## src/rtl/ps2_key_pkg.sv

```systemverilog
// Shared types and constants for the PS/2 keyboard event receiver.
// Event layout matches ps2_key[9:0] from hps_io: {make, ext, code}.
package ps2_key_pkg;

    localparam logic [7:0] SC_LSHIFT = 8'h12;
    localparam logic [7:0] SC_RSHIFT = 8'h59;
    localparam logic [7:0] SC_CTRL   = 8'h14;
    localparam logic [7:0] SC_ALT    = 8'h11;

    typedef struct packed {
        logic       make;
        logic       ext;
        logic [7:0] code;
    } key_evt_t;

    typedef enum logic {
        PRIME,
        RUN
    } state_t;

    // mods = {alt, ctrl, rshift, lshift}; shifts only count without the E0 prefix
    function automatic logic [3:0] next_mods(input logic [3:0] cur, input key_evt_t evt);
        logic [3:0] m;
        m = cur;
        if (evt.code == SC_LSHIFT && !evt.ext) m[0] = evt.make;
        if (evt.code == SC_RSHIFT && !evt.ext) m[1] = evt.make;
        if (evt.code == SC_CTRL)               m[2] = evt.make;
        if (evt.code == SC_ALT)                m[3] = evt.make;
        return m;
    endfunction

endpackage

```

## src/rtl/ps2_ascii_lut.sv

```systemverilog
// Set-2 scancode to US ASCII translation; only present when KEY_ASCII_EN is defined.
// Unmapped codes return 0.
`ifdef KEY_ASCII_EN
module ps2_ascii_lut (
    input  logic [7:0] code,
    input  logic       shift,
    output logic [7:0] ascii
);

    logic [15:0] pair;  // {unshifted, shifted}

    always_comb begin
        pair = '0;
        case (code)
            8'h1C: pair = "aA";
            8'h32: pair = "bB";
            8'h21: pair = "cC";
            8'h23: pair = "dD";
            8'h24: pair = "eE";
            8'h2B: pair = "fF";
            8'h34: pair = "gG";
            8'h33: pair = "hH";
            8'h43: pair = "iI";
            8'h3B: pair = "jJ";
            8'h42: pair = "kK";
            8'h4B: pair = "lL";
            8'h3A: pair = "mM";
            8'h31: pair = "nN";
            8'h44: pair = "oO";
            8'h4D: pair = "pP";
            8'h15: pair = "qQ";
            8'h2D: pair = "rR";
            8'h1B: pair = "sS";
            8'h2C: pair = "tT";
            8'h3C: pair = "uU";
            8'h2A: pair = "vV";
            8'h1D: pair = "wW";
            8'h22: pair = "xX";
            8'h35: pair = "yY";
            8'h1A: pair = "zZ";
            8'h16: pair = "1!";
            8'h1E: pair = "2@";
            8'h26: pair = "3#";
            8'h25: pair = "4$";
            8'h2E: pair = "5%";
            8'h36: pair = "6^";
            8'h3D: pair = "7&";
            8'h3E: pair = "8*";
            8'h46: pair = "9(";
            8'h45: pair = "0)";
            8'h0E: pair = "`~";
            8'h4E: pair = "-_";
            8'h55: pair = "=+";
            8'h54: pair = "[{";
            8'h5B: pair = "]}";
            8'h5D: pair = "\\|";
            8'h4C: pair = ";:";
            8'h52: pair = "'\"";
            8'h41: pair = ",<";
            8'h49: pair = ".>";
            8'h4A: pair = "/?";
            8'h29: pair = "  ";
            8'h5A: pair = {8'h0D, 8'h0D};
            8'h66: pair = {8'h08, 8'h08};
            8'h76: pair = {8'h1B, 8'h1B};
            default: pair = '0;
        endcase
        ascii = shift ? pair[7:0] : pair[15:8];
    end

endmodule
`endif

```

## src/rtl/ps2_key_rx.sv

```systemverilog
// Receives toggle-strobed keyboard events, tracks modifiers and queues events in a
// show-ahead FIFO. Define KEY_ASCII_EN to store a translated ASCII byte per entry.
module ps2_key_rx
    import ps2_key_pkg::*;
#(
    parameter int unsigned DEPTH = 16,
    parameter int unsigned CNT_W = $clog2(DEPTH) + 1
) (
    input  logic             clk,
    input  logic             reset,
    input  logic [10:0]      ps2_key,
    input  logic             rd_en,
    output logic             rd_valid,
    output logic [9:0]       rd_data,
    output logic [7:0]       rd_ascii,
    output logic [CNT_W-1:0] count,
    output logic [3:0]       mods,
    output logic             overflow,
    input  logic             clr_ovf
);

    localparam int unsigned AW = $clog2(DEPTH);
`ifdef KEY_ASCII_EN
    localparam int unsigned ENTRY_W = 18;
`else
    localparam int unsigned ENTRY_W = 10;
`endif

    state_t             state;
    logic               tog_q;
    logic [CNT_W-1:0]   wr_ptr;
    logic [CNT_W-1:0]   rd_ptr;
    logic [ENTRY_W-1:0] mem [DEPTH];
    logic [ENTRY_W-1:0] head;
    logic [ENTRY_W-1:0] wr_entry;
    key_evt_t           evt;
    logic               new_evt;
    logic               full;
    logic               pop;
    logic               push_ok;
    logic               drop;

    assign count    = wr_ptr - rd_ptr;
    assign rd_valid = (count != '0);
    assign full     = (count == CNT_W'(DEPTH));
    assign head     = mem[rd_ptr[AW-1:0]];
    assign rd_data  = rd_valid ? head[9:0] : '0;

`ifdef KEY_ASCII_EN
    logic [7:0] lut_ascii;

    // Shift state before this event is what applies to the key being translated
    ps2_ascii_lut u_lut (
        .code  (evt.code),
        .shift (mods[0] | mods[1]),
        .ascii (lut_ascii)
    );

    assign wr_entry = {((evt.make && !evt.ext) ? lut_ascii : 8'h00), evt};
    assign rd_ascii = rd_valid ? head[17:10] : '0;
`else
    assign wr_entry = evt;
    assign rd_ascii = '0;
`endif

    always_comb begin
        evt     = key_evt_t'(ps2_key[9:0]);
        new_evt = (state == RUN) && (ps2_key[10] != tog_q);
        pop     = rd_en && rd_valid;
        push_ok = new_evt && (!full || pop);
        drop    = new_evt && full && !pop;
    end

    always_ff @(posedge clk or posedge reset) begin
        if (reset) begin
            state    <= PRIME;
            tog_q    <= 1'b0;
            wr_ptr   <= '0;
            rd_ptr   <= '0;
            mods     <= '0;
            overflow <= 1'b0;
        end else begin
            case (state)
                PRIME: begin
                    tog_q <= ps2_key[10];
                    state <= RUN;
                end
                RUN: begin
                    if (new_evt) begin
                        tog_q <= ps2_key[10];
                        mods  <= next_mods(mods, evt);
                    end
                end
                default: state <= PRIME;
            endcase
            if (push_ok) wr_ptr <= wr_ptr + CNT_W'(1);
            if (pop)     rd_ptr <= rd_ptr + CNT_W'(1);
            if (drop)
                overflow <= 1'b1;
            else if (clr_ovf)
                overflow <= 1'b0;
        end
    end

    always_ff @(posedge clk) begin
        if (push_ok) mem[wr_ptr[AW-1:0]] <= wr_entry;
    end

endmodule

```

## config.mk

```make
export PLATFORM = sky130hd
export DESIGN_NAME = ps2_key_rx
export DESIGN_NICKNAME = d
export VERILOG_FILES = /design/src/rtl/ps2_key_pkg.sv /design/src/rtl/ps2_ascii_lut.sv /design/src/rtl/ps2_key_rx.sv
export SDC_FILE = /design/constraint.sdc
export NUM_CORES = 1
export LEC_CHECK = 0
export CAP_MARGIN = 20
export CELL_PAD_IN_SITES_DETAIL_PLACEMENT = 1
export CELL_PAD_IN_SITES_GLOBAL_PLACEMENT = 2
export CORE_ASPECT_RATIO = 1.2
export CORE_MARGIN = 10
export CORE_UTILIZATION = 49
export DETAILED_ROUTE_END_ITERATION = 7
export PLACE_DENSITY_LB_ADDON = 0.1
export SLEW_MARGIN = 10
export SYNTH_ARGS = -nofsm -noshare
export SYNTH_HDL_FRONTEND = slang
export SYNTH_SLANG_ARGS = --single-unit
```

## constraint.sdc

```tcl
create_clock -name clk -period 6.9 [get_ports clk]
set_clock_uncertainty 0.05 [all_clocks]
set_input_delay 0.69 -clock clk [delete_from_list [all_inputs] [get_ports clk]]
set_output_delay 0.69 -clock clk [all_outputs]
set_load 0.02 [all_outputs]
```

Word level (Yosys, flattened, before mapping). Memory sizes are Yosys's and may differ from the RTL's. Cells that the tools add are included.

Input port bits: 15. Memory bits (writable): 160. Output and inout bits: 29. Logic and storage cells: 45. Bits in read-only memories: 0. Register bits after elaboration: 17. Memories kept: 1. Bits in latches: 0.

Memories: mem (words 16, bits a word 10, read ports 1, clocked after memory_dff 0, wr ports 1, line ps2_key_rx.sv:33) `logic [ENTRY_W-1:0] mem [DEPTH];`.

Muxes and demuxes: 7. $mul: 0. $add $sub $neg: 3. Bitwise operators: 1. Equal/unequal tests: 7. Reductions and logical operators: 17. Magnitude comparators: 0. Shifts and indexed selects: 0. Div/mod/pow operators: 0.

Operators by type and width (count): 8-bit by 5-bit equality test with 1-bit output, second input constant (3); 3-bit AND reduction (4); 5-bit by 1-bit adder with 5-bit output, second input constant (2); 10-bit 2-to-1 mux (1); 8-bit by 7-bit equality test with 1-bit output, second input constant (1); 1-bit logical AND (7); 5-bit equality test, second input constant (1); 1-bit 2-to-1 mux (5); 5-bit nonzero test (1); 5-bit subtractor (1); 1-bit zero test (3); 2-bit by 1-bit inequality test with 1-bit output, second input constant (1); 1-bit one-hot mux with 2 select lines (1); 2-bit nonzero test (1); 1-bit logical OR (1); 1-bit inequality test (1); 1-bit NOT (1).

Logic depth before layout (Yosys ltp).
Depth after elaboration: 7. Depth in mapped cells: 10.

Least setup slack after synthesis. No wires, ideal clock.

Path type: flip-flop to output port. From: register rd_ptr[2]. To: output port rd_data[0]. Cell stages (with the launch flop): 11. Required time: 6160 ps. Data arrival time: 3157 ps. Slack: 3003 ps. Path through: dfrtp_1 buf_1 inv_1 buf_2 ha_1 xnor2_1 nor2_1 mux2i_2 nor2_1 buf_2 a211oi_1.

Longest elaborated chain between the ends: 3.

RTL lines: from (decl) (line ps2_key_rx.sv:32) `logic [CNT_W-1:0] rd_ptr;`; from (signal assigned) (line ps2_key_rx.sv:97) `if (pop) rd_ptr <= rd_ptr + CNT_W'(1);`; 5-bit subtractor (line ps2_key_rx.sv:43) `assign count = wr_ptr - rd_ptr;`; via count[2] (line ps2_key_rx.sv:16) `output logic [CNT_W-1:0] count,`; 5-bit nonzero test (line ps2_key_rx.sv:44) `assign rd_valid = (count != '0);`; 10-bit 2-to-1 mux (line ps2_key_rx.sv:47) `assign rd_data = rd_valid ? head[9:0] : '0;`; to (decl) (line ps2_key_rx.sv:14) `output logic [9:0] rd_data,`.

The timed path passes the listed nets, and every way through them passes these cells.

Worst setup path after layout.
From: register rd_ptr[1]. To: output port rd_data[9].

Longest elaborated chain between the ends: 3.

RTL lines (line): 5-bit subtractor (ps2_key_rx.sv:43); 5-bit nonzero test (ps2_key_rx.sv:44); 10-bit 2-to-1 mux (*) (ps2_key_rx.sv:47).

Every way passes the cells marked *; elsewhere a longest branch is shown, timed or not.

==> load_flow_metrics.sql <==
INSERT INTO impl_metrics (metric_group, metric, value, unit) VALUES
('status', 'outcome', 'finished clean', ''),
('global_route', 'first_pass_grt_wire_length', '24.93', 'mm'),
('clock_tree', 'cts_resized', '0', ''),
('clock_tree', 'post_cts_hold_buffer_count', '0', ''),
('yosys', 'async_flop_share', '9.605', '%'),
('global_route', 'overflow', '0', ''),
('job', 'drv.max_cap_violation_count', '0', ''),
('finish', 'area_growth_syn_to_layout', '15.42', '%'),
('timing', 'worst_slew_margin_rel', '30.53', '%'),
('global_route', 'number_of_global_route_vias_before_repair', '4049', ''),
('finish', 'mostFrequentLayoutCell', 'sky130_fd_sc_hd__edfxtp_1', ''),
('placed_design', 'final_weighted_congestion_in_routability_driven_placement', '0.8079', ''),
('timing', 'period_needed', '4.771', 'ns'),
('floorplan', 'placementRows', '48', ''),
('drt', 'detail-route-antenna-nets', '0', ''),
('timing', 'final.setup.tns', '0', 'ns'),
('drt', 'drt_pre_antenna_iters', '4', ''),
('clock_tree', 'post-cts-setup-buffers', '0', ''),
('timing', 'tightestPinTransition', '1.040', 'ns'),
('drt', 'avgRoutedWirePerCell', '24.63', 'um'),
('placed_design', 'placement.cell_area', '7889', 'sq um'),
('finish', 'commonest_cells_after_routing_fill_and_taps_aside', 'sky130_fd_sc_hd__edfxtp_1 (160), sky130_fd_sc_hd__mux4_2 (40), sky130_fd_sc_hd__clkdlybuf4s50_1 (35)', ''),
('placed_design', 'numPlacedInstances', '621', ''),
('power_and_ir_drop', 'ir_worst_vdd', '0.0003980', 'V'),
('finish', 'final-instance-count-excl-fill', '652', ''),
('global_route', 'pin_count_of_the_biggest_net_entering_global_routing', '44', ''),
('clock_tree', 'clock-root-buffer', 'sky130_fd_sc_hd__clkbuf_16', ''),
('worst_setup_path', 'crit_path_start_kind', 'register', ''),
('worst_setup_path', 'critPathMaxFanout', '24', ''),
('global_route', 'grt_antenna_before_repair', '0', ''),
('drt', 'drt_drc_violations_left', '0', ''),
('clock_tree', 'insertion_delay', '0.43', 'ns'),
('yosys', 'postSynthAreaPerCell', '18.57', 'sq um'),
('yosys', 'yosys_register_bits', '177', ''),
('hold_path', 'hold_class', 'register to register', ''),
('floorplan', 'core_area', '14530', 'sq um'),
('yosys', 'synth_seq_area_share', '71.32', '%'),
('drt', 'drtIter0Drc', '280', ''),
('floorplan', 'initial_standard_cell_utilization_of_the_core', '50.46', '%'),
('clock_tree', 'cts.clk_slew.worst_paths', '0.06', 'ns'),
('placed_design', 'dp.final_hpwl', '10.60', 'mm'),
('timing', 'hold_viol', '0', ''),
('clock_tree', 'cts-buffers-inserted', '17', ''),
('finish', 'number_of_diodes_added_for_antenna_fixing', '0', ''),
('placed_design', 'numPortBuffers', '35', ''),
('floorplan', 'die_h', '154.0', 'um'),
('finish', 'final.fill_count', '1345', ''),
('yosys', 'synthFlopType', 'sky130_fd_sc_hd__edfxtp_1', ''),
('timing', 'timing.final.max_slew_violations', '0', ''),
('worst_setup_path', 'worst_setup_path_end_kind', 'output pin', ''),
('yosys', 'post_synth_num_cell_types', '43', ''),
('finish', 'nets', '465', ''),
('power_and_ir_drop', 'power.density_cell_area', '440.7', 'nW/um^2'),
('clock_tree', 'clock_path_buffers', '2', ''),
('clock_tree', 'cts_max_level', '4', ''),
('clock_tree', 'clock_tree_from_tritoncts', 'done', ''),
('yosys', 'synth-edff-count', '160', ''),
('power_and_ir_drop', 'overall_power_of_the_completed_layout', '3730', 'uW'),
('finish', 'ratio_of_cells_with_drive_above_1_in_the_final_layout', '20.13', '%'),
('drt', 'vias', '3637', ''),
('floorplan', 'num_io_pins', '44', ''),
('finish', 'final_core_utilization', '58.24', '%'),
('yosys', 'syn-instance-count', '395', ''),
('worst_setup_path', 'critical_path_required', '6.16', 'ns'),
('drt', 'route.detailed.vias_per_inst', '5.578', ''),
('clock_tree', 'cts.sinks', '177', ''),
('timing', 'grt_setup_unrepaired', 'false', ''),
('worst_setup_path', 'timing.setup.critical_path_class', 'register to output pin', ''),
('floorplan', 'die_width', '131.7', 'um'),
('timing', 'clock.fmax', '0.2096', 'GHz'),
('worst_setup_path', 'timing.critical_path.arrival', '4.03', 'ns'),
('drt', 'routed_wl', '16.06', 'mm'),
('floorplan', 'floorplan_die_area', '20280', 'sq um'),
('yosys', 'yosysWarningCount', '0', ''),
('timing', 'post-route-period-util', '69.14', '%'),
('finish', 'final_cell_area', '8464', 'sq um'),
('global_route', 'grt_usage', '16.39', '%'),
('timing', 'report.final.setup_viol', '0', ''),
('power_and_ir_drop', 'power.static_leakage', '0.002913', 'uW'),
('yosys', 'mappedNetlistArea', '7333', 'sq um');
-- synth_stat cells (5+ instances only) --
master	count	share of area (%)
sky130_fd_sc_hd__mux4_2	40	12
sky130_fd_sc_hd__clkbuf_1	7	0.36
sky130_fd_sc_hd__buf_4	10	1.0
sky130_fd_sc_hd__buf_2	6	0.41
sky130_fd_sc_hd__mux2_2	5	0.77
sky130_fd_sc_hd__and3_1	22	1.9
sky130_fd_sc_hd__ha_1	9	1.5
sky130_fd_sc_hd__dfrtp_1	17	5.8
sky130_fd_sc_hd__inv_1	12	0.61
sky130_fd_sc_hd__nor2_1	6	0.31
sky130_fd_sc_hd__a211oi_1	10	1.0
sky130_fd_sc_hd__edfxtp_1	160	66
sky130_fd_sc_hd__mux2i_1	10	1.4
sky130_fd_sc_hd__xnor2_1	9	1.1
sky130_fd_sc_hd__nand2_1	23	1.2
-- final cells by class --
| class | count | area (sq um) | area share [%] |
|---|---|---|---|
| Sequential cell | 177 | 5231 | 61.80 |
| Multi-Input combinational cell | 187 | 1937 | 22.88 |
| Clock buffer | 19 | 432.9 | 5.115 |
| Timing Repair Buffer | 45 | 425.4 | 5.026 |
| Tap cell | 200 | 250.2 | 2.956 |
| Clock inverter | 12 | 142.6 | 1.685 |
| Inverter | 12 | 45.04 | 0.5322 |
-- kinds of logic after synthesis --
family	Yosys count	synth area share, %
DFF	177	71.32
and+or+nand+nor	75	5.630
muxes	58	14.91
buffers and inverters	38	2.628
AOI/OAI and AO/OA	22	2.047
xor gates and xnor gates	13	1.553
adders and majority gates	10	1.809
other	2	0.1024
-- state kept, by name (all words and copies together) (netlist names) --
signal / count
overflow: 1
state: 1
wr_ptr: 5
mem: 160
mods: 4
rd_ptr: 5
tog_q: 1
-- critical path, stage by stage, from the launching register on --
cell                              delay, ns
sky130_fd_sc_hd__dfrtp_1               0.52
sky130_fd_sc_hd__buf_4                 0.33
sky130_fd_sc_hd__fa_1                  0.57
sky130_fd_sc_hd__inv_1                 0.06
sky130_fd_sc_hd__nor4_1                0.36
sky130_fd_sc_hd__mux2i_2               0.23
sky130_fd_sc_hd__nor2_1                0.72
sky130_fd_sc_hd__a211oi_1              0.19
sky130_fd_sc_hd__clkdlybuf4s50_1       0.60
-- stage by stage --
stage                     worst slack (ns)  hold slack [ns]
after CTS                            2.124           0.4502
final                                2.129           0.4409
after floorplan                      3.003           0.4152
after detailed placement             2.593           0.4319
after global placement               2.813           0.4226
after global routing                 1.922           0.4645
-- path summary, 6_finish.rpt --
check | startpoint | slack, ns | cells after the start | end
min | mods[1]$_DFFE_PP0P_ | 0.44 | 1 | mods[1]$_DFFE_PP0P_
max reg2reg | rd_ptr[1]$_DFFE_PP0P_ | 3.22 | 7 | mem[11][1]$_DFFE_PP_
max | rd_ptr[1]$_DFFE_PP0P_ | 2.13 | 8 | rd_data[9]
max in group asynchronous | reset | 5.67 | 2 | rd_ptr[0]$_DFFE_PP0P_
min in group asynchronous | reset | 0.63 | 2 | mods[2]$_DFFE_PP0P_
min reg2reg | mods[1]$_DFFE_PP0P_ | 0.44 | 1 | mods[1]$_DFFE_PP0P_
-- routing by layer --
layer,vias to the layer above,GRT usage [%],wire length (um)
met5,-,0,0
met4,0,5.942,233
met3,22,3.553,700
met2,86,27.15,8168
met1,1900,20.83,6956
li1,1629,-,-
-- power breakdown --
group	switching, uW	internal, uW
clock	382	563
combinational	810	654
sequential	65.8	1260
No activity file was read; power rests on OpenSTA's default activity.
